**src/rtl/mem_access_stage.sv**
```systemverilog
// MEM pipeline stage: issues one registered memory request per load/store,
// stalls upstream until ack or timeout, and registers the MEM/WB writeback set.
module mem_access_stage #(
  parameter int unsigned TIMEOUT = 15
) (
  input  logic        clk_i,
  input  logic        reset_i,
  input  logic [31:0] ALUOutM_i,
  input  logic [31:0] WriteDataM_i,
  input  logic [3:0]  WA3M_i,
  input  logic        PCSrcM_i,
  input  logic        RegWriteM_i,
  input  logic        MemToRegM_i,
  input  logic        MemWriteM_i,
  output logic        mem_req_o,
  output logic        mem_we_o,
  output logic [31:0] mem_addr_o,
  output logic [31:0] mem_wdata_o,
  input  logic [31:0] mem_rdata_i,
  input  logic        mem_ack_i,
  output logic        StallM_o,
  output logic [31:0] ReadDataW_o,
  output logic [31:0] ALUOutW_o,
  output logic [3:0]  WA3W_o,
  output logic        PCSrcW_o,
  output logic        RegWriteW_o,
  output logic        MemToRegW_o,
  output logic        MemErr_o
);

  typedef enum logic {ST_IDLE, ST_WAIT} state_t;

  // The last WAIT cycle is the one whose counter equals TIMEOUT-1, so a
  // silent memory sees exactly TIMEOUT cycles of mem_req.
  localparam logic [7:0] TIMEOUT_LAST = 8'(TIMEOUT - 1);

  state_t      state_q, state_d;
  logic [7:0]  cnt_q, cnt_d;
  logic        req_q, req_d;
  logic        we_q, we_d;
  logic [31:0] addr_q, addr_d;
  logic [31:0] wdata_q, wdata_d;
  logic [31:0] readDataW_q, readDataW_d;
  logic [31:0] aluOutW_q, aluOutW_d;
  logic [3:0]  wa3W_q, wa3W_d;
  logic        pcSrcW_q, pcSrcW_d;
  logic        regWriteW_q, regWriteW_d;
  logic        memToRegW_q, memToRegW_d;
  logic        memErr_q, memErr_d;

  logic access;
  logic isLoad;
  logic timeoutHit;

  assign access     = MemToRegM_i | MemWriteM_i;
  assign isLoad     = MemToRegM_i & ~MemWriteM_i;
  assign timeoutHit = (state_q == ST_WAIT) && (cnt_q == TIMEOUT_LAST);

  // Reset gates the stall so upstream is released as soon as reset asserts.
  assign StallM_o = ~reset_i &
                    (((state_q == ST_IDLE) & access) |
                     ((state_q == ST_WAIT) & ~mem_ack_i & ~timeoutHit));

  always_comb begin
    state_d     = state_q;
    cnt_d       = cnt_q;
    req_d       = req_q;
    we_d        = we_q;
    addr_d      = addr_q;
    wdata_d     = wdata_q;
    readDataW_d = readDataW_q;
    aluOutW_d   = aluOutW_q;
    wa3W_d      = wa3W_q;
    pcSrcW_d    = pcSrcW_q;
    regWriteW_d = regWriteW_q;
    memToRegW_d = memToRegW_q;
    memErr_d    = memErr_q;

    case (state_q)
      ST_IDLE: begin
        if (access) begin
          state_d     = ST_WAIT;
          cnt_d       = 8'd0;
          req_d       = 1'b1;
          we_d        = MemWriteM_i;
          addr_d      = ALUOutM_i;
          wdata_d     = WriteDataM_i;
          pcSrcW_d    = 1'b0;
          regWriteW_d = 1'b0;
          memToRegW_d = 1'b0;
        end else begin
          aluOutW_d   = ALUOutM_i;
          wa3W_d      = WA3M_i;
          pcSrcW_d    = PCSrcM_i;
          regWriteW_d = RegWriteM_i;
          memToRegW_d = MemToRegM_i;
        end
      end
      ST_WAIT: begin
        if (mem_ack_i) begin
          state_d     = ST_IDLE;
          req_d       = 1'b0;
          aluOutW_d   = ALUOutM_i;
          wa3W_d      = WA3M_i;
          pcSrcW_d    = PCSrcM_i;
          regWriteW_d = RegWriteM_i;
          memToRegW_d = MemToRegM_i;
          if (isLoad) readDataW_d = mem_rdata_i;
        end else if (timeoutHit) begin
          // Abort: keep the instruction's identity but suppress its effects.
          state_d     = ST_IDLE;
          req_d       = 1'b0;
          memErr_d    = 1'b1;
          aluOutW_d   = ALUOutM_i;
          wa3W_d      = WA3M_i;
          memToRegW_d = MemToRegM_i;
          pcSrcW_d    = 1'b0;
          regWriteW_d = 1'b0;
          readDataW_d = 32'd0;
        end else begin
          cnt_d       = cnt_q + 8'd1;
          pcSrcW_d    = 1'b0;
          regWriteW_d = 1'b0;
          memToRegW_d = 1'b0;
        end
      end
      default: state_d = ST_IDLE;
    endcase
  end

  always_ff @(posedge clk_i or posedge reset_i) begin
    if (reset_i) begin
      state_q     <= ST_IDLE;
      cnt_q       <= 8'd0;
      req_q       <= 1'b0;
      we_q        <= 1'b0;
      addr_q      <= 32'd0;
      wdata_q     <= 32'd0;
      readDataW_q <= 32'd0;
      aluOutW_q   <= 32'd0;
      wa3W_q      <= 4'd0;
      pcSrcW_q    <= 1'b0;
      regWriteW_q <= 1'b0;
      memToRegW_q <= 1'b0;
      memErr_q    <= 1'b0;
    end else begin
      state_q     <= state_d;
      cnt_q       <= cnt_d;
      req_q       <= req_d;
      we_q        <= we_d;
      addr_q      <= addr_d;
      wdata_q     <= wdata_d;
      readDataW_q <= readDataW_d;
      aluOutW_q   <= aluOutW_d;
      wa3W_q      <= wa3W_d;
      pcSrcW_q    <= pcSrcW_d;
      regWriteW_q <= regWriteW_d;
      memToRegW_q <= memToRegW_d;
      memErr_q    <= memErr_d;
    end
  end

  assign mem_req_o   = req_q;
  assign mem_we_o    = we_q;
  assign mem_addr_o  = addr_q;
  assign mem_wdata_o = wdata_q;
  assign ReadDataW_o = readDataW_q;
  assign ALUOutW_o   = aluOutW_q;
  assign WA3W_o      = wa3W_q;
  assign PCSrcW_o    = pcSrcW_q;
  assign RegWriteW_o = regWriteW_q;
  assign MemToRegW_o = memToRegW_q;
  assign MemErr_o    = memErr_q;

endmodule

```
**config.mk**
```make
export PLATFORM = sky130hd
export DESIGN_NAME = mem_access_stage
export DESIGN_NICKNAME = d
export VERILOG_FILES = /design/src/rtl/mem_access_stage.sv
export SDC_FILE = /design/constraint.sdc
export NUM_CORES = 1
export LEC_CHECK = 0
export BUFFER_PORTS_ARGS = -buffer_cell sky130_fd_sc_hd__buf_2
export CORE_ASPECT_RATIO = 0.8
export CORE_UTILIZATION = 47
export CTS_CLUSTER_SIZE = 25
export DETAILED_ROUTE_END_ITERATION = 7
export PLACE_DENSITY_LB_ADDON = 0.15
export SETUP_SLACK_MARGIN = 0.3
export SYNTH_ARGS = -nofsm -noshare
export SYNTH_HDL_FRONTEND = slang
export SYNTH_SLANG_ARGS = --single-unit
```
**constraint.sdc**
```tcl
create_clock -name clk_i -period 5.4 [get_ports clk_i]
set_input_delay 0.81 -clock clk_i [delete_from_list [all_inputs] [get_ports clk_i]]
set_output_delay 0.81 -clock clk_i [all_outputs]
set_load 0.02 [all_outputs]
```
==> flow_summary.yaml <==
layout:
  fin_nets: 718
  final_area_um2: 7570
  syn_to_final_growth_pct: 35.0
  num-fill-cells: 888
  drive_gt1_share_pct: 58.5
  antenna_cells: 0
place:
  gp_congestion: 0.805
  placed_cell_area_um2: 6970
  hpwl_mm: 9.33
  io_buffers: 245
route:
  first_pass_iters: 4
  highest_layer: "met4"
  dr_wl_met2_mm: 6.41
  antenna_left: 0
  wl_met1_mm: 5.34
  drt_iter0_drc: 167
  route.met3.wl_mm: 1.26
  num_vias: 3927
  drc_errors: 0
  wl_per_cell_um: 17.1
  post_drt_via_cell_ratio: 5.10
  wl_mm: 13.2
sta:
  rsz0062_at_grt: "no"
  setup_viol: 0
  timing.hold.ws_ps: 467
  timing.slew.headroom_pct: 11.5
  fmax_mhz: 278
  tns_ps: 0
  tightest_slew_ps: 1330
  layout_worst_path_cycle_share_pct: 66.6
  hold_viol_final: 0
  fin_crit_ps: 3600
  drv_slew: 0
  skew_ps: 11.8
pwr:
  ir_drop_mv: 0.276
  switching_share_pct: 31.7
  pwr_density_cell_nw_per_um2: 465
  p_int_w: 0.00241
  p_clk_share_pct: 33.5
  seqPwrFrac_pct: 41.2
  finalPower_w: 0.00352
  p_sw_w: 0.00112
  combPwrFrac_pct: 25.3
  leakagePower_nw: 3.80
synthesis:
  ys_seq_elements: 147
  synth_cell_types: 35
  async_flop_share_pct: 100
  synth_seq_area_share_pct: 65.6
  syn-num-nets: 469
  synth_warnings: 0
  syn_area_per_cell_um2: 15.6
  synthFlopType: "dfrtp_1"
  synth_edf_count: 0
  netlist_area_um2: 5610
  synth_cells: 360
clocking:
  clk_latency_ps: 410
  clkSlewWorstSetupHoldPaths_ps: 60
  h-tree-depth: 4
  cts_sinks: 147
  cts_setup_buffers: 0
  cts_resized: 0
  hold_buffers: 0
  root_buffer: "clkbuf_16"
  cts_buffer_depth: 2
  cts_tree: "done"
  cts_buffers: 17
outcome:
  status: "completed"
flow_run:
  cap_violations: 0
die:
  die_x_um: 124
  fp.dieH_um: 99.7
  start_util_pct: 48.5
  placementRows: 35
  core_um2: 11600
  io_pins: 246
  dieArea_um2: 12400
global_routing:
  grt-ovfl-total: 0
  grt_pass1_vias: 3936
  grt_max_degree: 117
  antenna_found_initial: 0
  grtUsageTotal_pct: 21.8
  grt_pass1_wl_mm: 20.2
critical_path:
  reg2reg_to: "ALUOutW_o[6]"
  critical_path_class: "flip-flop to output pin"
  cp_max_fo: 32
  cp.required_ps: 4590
  r2r.worst_path.cells: 7
  worst_setup_path_start_kind: "flip-flop"
  crit_path_end: "StallM_o"
  end_kind: "output pin"
  startpoint: "cnt_q[0]"
  reg2reg_slack_ps: 2580
  rr_startpoint: "cnt_q[0]"
  arrival_ps: 2790
hold_path:
  min_path_type: "flip-flop to flip-flop"
  hold_start: "MemErr_o"
  hold_depth: 1
## layer usage
| metal | vias up | global-route usage, % |
|---|---|---|
| met2 | 186 | 34.9 |
| li1 | 1799 | - |
| met5 | - | 0 |
| met1 | 1926 | 26.9 |
| met3 | 16 | 8.72 |
| met4 | 0 | 7.51 |
## metrics by stage
stage,utilization (%),std cells,setup slack [ps]
4_1_cts,65.5,770,1770
2_1_floorplan,-,360,639
3_5_place_dp,60.2,738,2220
6_report,65.5,770,1800
3_3_place_gp,60.2,738,2240
5_1_grt,65.5,770,1550
## synthesized netlist by cell type (3+ instances only)
cell type / n / area share, %
a22o_1: 32 / 5.0
buf_2: 6 / 0.54
buf_6: 4 / 0.80
clkbuf_1: 9 / 0.60
dfrtp_1: 147 / 66
inv_1: 7 / 0.47
mux2_1: 26 / 5.2
mux2_2: 65 / 13
mux2_4: 9 / 2.4
nand2_1: 7 / 0.47
nand2b_1: 3 / 0.33
nand3_1: 4 / 0.36
nor2_1: 4 / 0.27
o21ai_0: 8 / 0.71
o31ai_1: 3 / 0.40
## power groups by stage
stage               sequential, W  combinational, W  clock (W)
finish                    0.00145          0.000891    0.00118
global placement          0.00145          0.000888          0
global route              0.00148          0.000955    0.00125
floorplan                 0.00173          0.000290          0
CTS                       0.00145          0.000904    0.00120
detailed placement        0.00146          0.000905          0
## state kept, by name (all words and copies together) (netlist names), 4 cells and up
name / flops
mem_wdata_o: 32
WA3W_o: 4
mem_addr_o: 32
ALUOutW_o: 32
cnt_q: 8
ReadDataW_o: 32
## cells in the final DEF, fill, tap and decap left out, types with 2 or more instances in the layout
| cell type | n |
|---|---|
| bufinv_16 | 2 |
| o21ai_0 | 8 |
| mux2_1 | 26 |
| buf_2 | 245 |
| clkbuf_8 | 2 |
| inv_1 | 6 |
| nand2_1 | 7 |
| or2_2 | 2 |
| clkinv_4 | 5 |
| inv_6 | 4 |
| a21boi_0 | 2 |
| dfrtp_1 | 147 |
| buf_4 | 4 |
| xnor2_1 | 2 |
| o311ai_0 | 2 |
| and2_1 | 2 |
| ha_1 | 2 |
| nor2_1 | 4 |
| clkinvlp_4 | 2 |
| mux2_2 | 65 |
| o31ai_1 | 3 |
| a22o_1 | 32 |
| clkbuf_16 | 17 |
| mux2_4 | 9 |
| nand3_1 | 4 |
| nand2b_1 | 3 |
## critical path: stages, from the launching register on
cell and delay [ps]:
dfrtp_1 430, inv_1 80, ha_1 140, or4b_4 480, nor3_4 280, or2_2 720
nor2_1 70, buf_2 190
## worst min-delay path by stage
stage,endpoint,slack [ps]
2_1_floorplan,cnt_q[7],490
3_3_place_gp,MemErr_o,450
3_5_place_dp,MemErr_o,450
4_1_cts,MemErr_o,470
5_1_grt,MemErr_o,480
6_report,MemErr_o,470
## cell families after synthesis
family / synth area share, %
compound gates: 7.23
xor+xnor: 0.312
fa+ha+maj: 0.446
buf+inv: 2.52
flops: 65.6
mux: 20.7
simple gates: 3.21
## cell type report
| cell class | instances | area, µm² | share of cell area (%) |
|---|---|---|---|
| sequential | 147 | 3680 | 48.6 |
| multi-input combinational | 186 | 1810 | 23.9 |
| tap | 148 | 185 | 2.45 |
| clock buffer | 19 | 453 | 5.98 |
| inverter | 8 | 37.5 | 0.496 |
| timing repair buffer | 249 | 1260 | 16.6 |
| clock inverter | 13 | 150 | 1.98 |
Power figures use the tool's default switching activity.
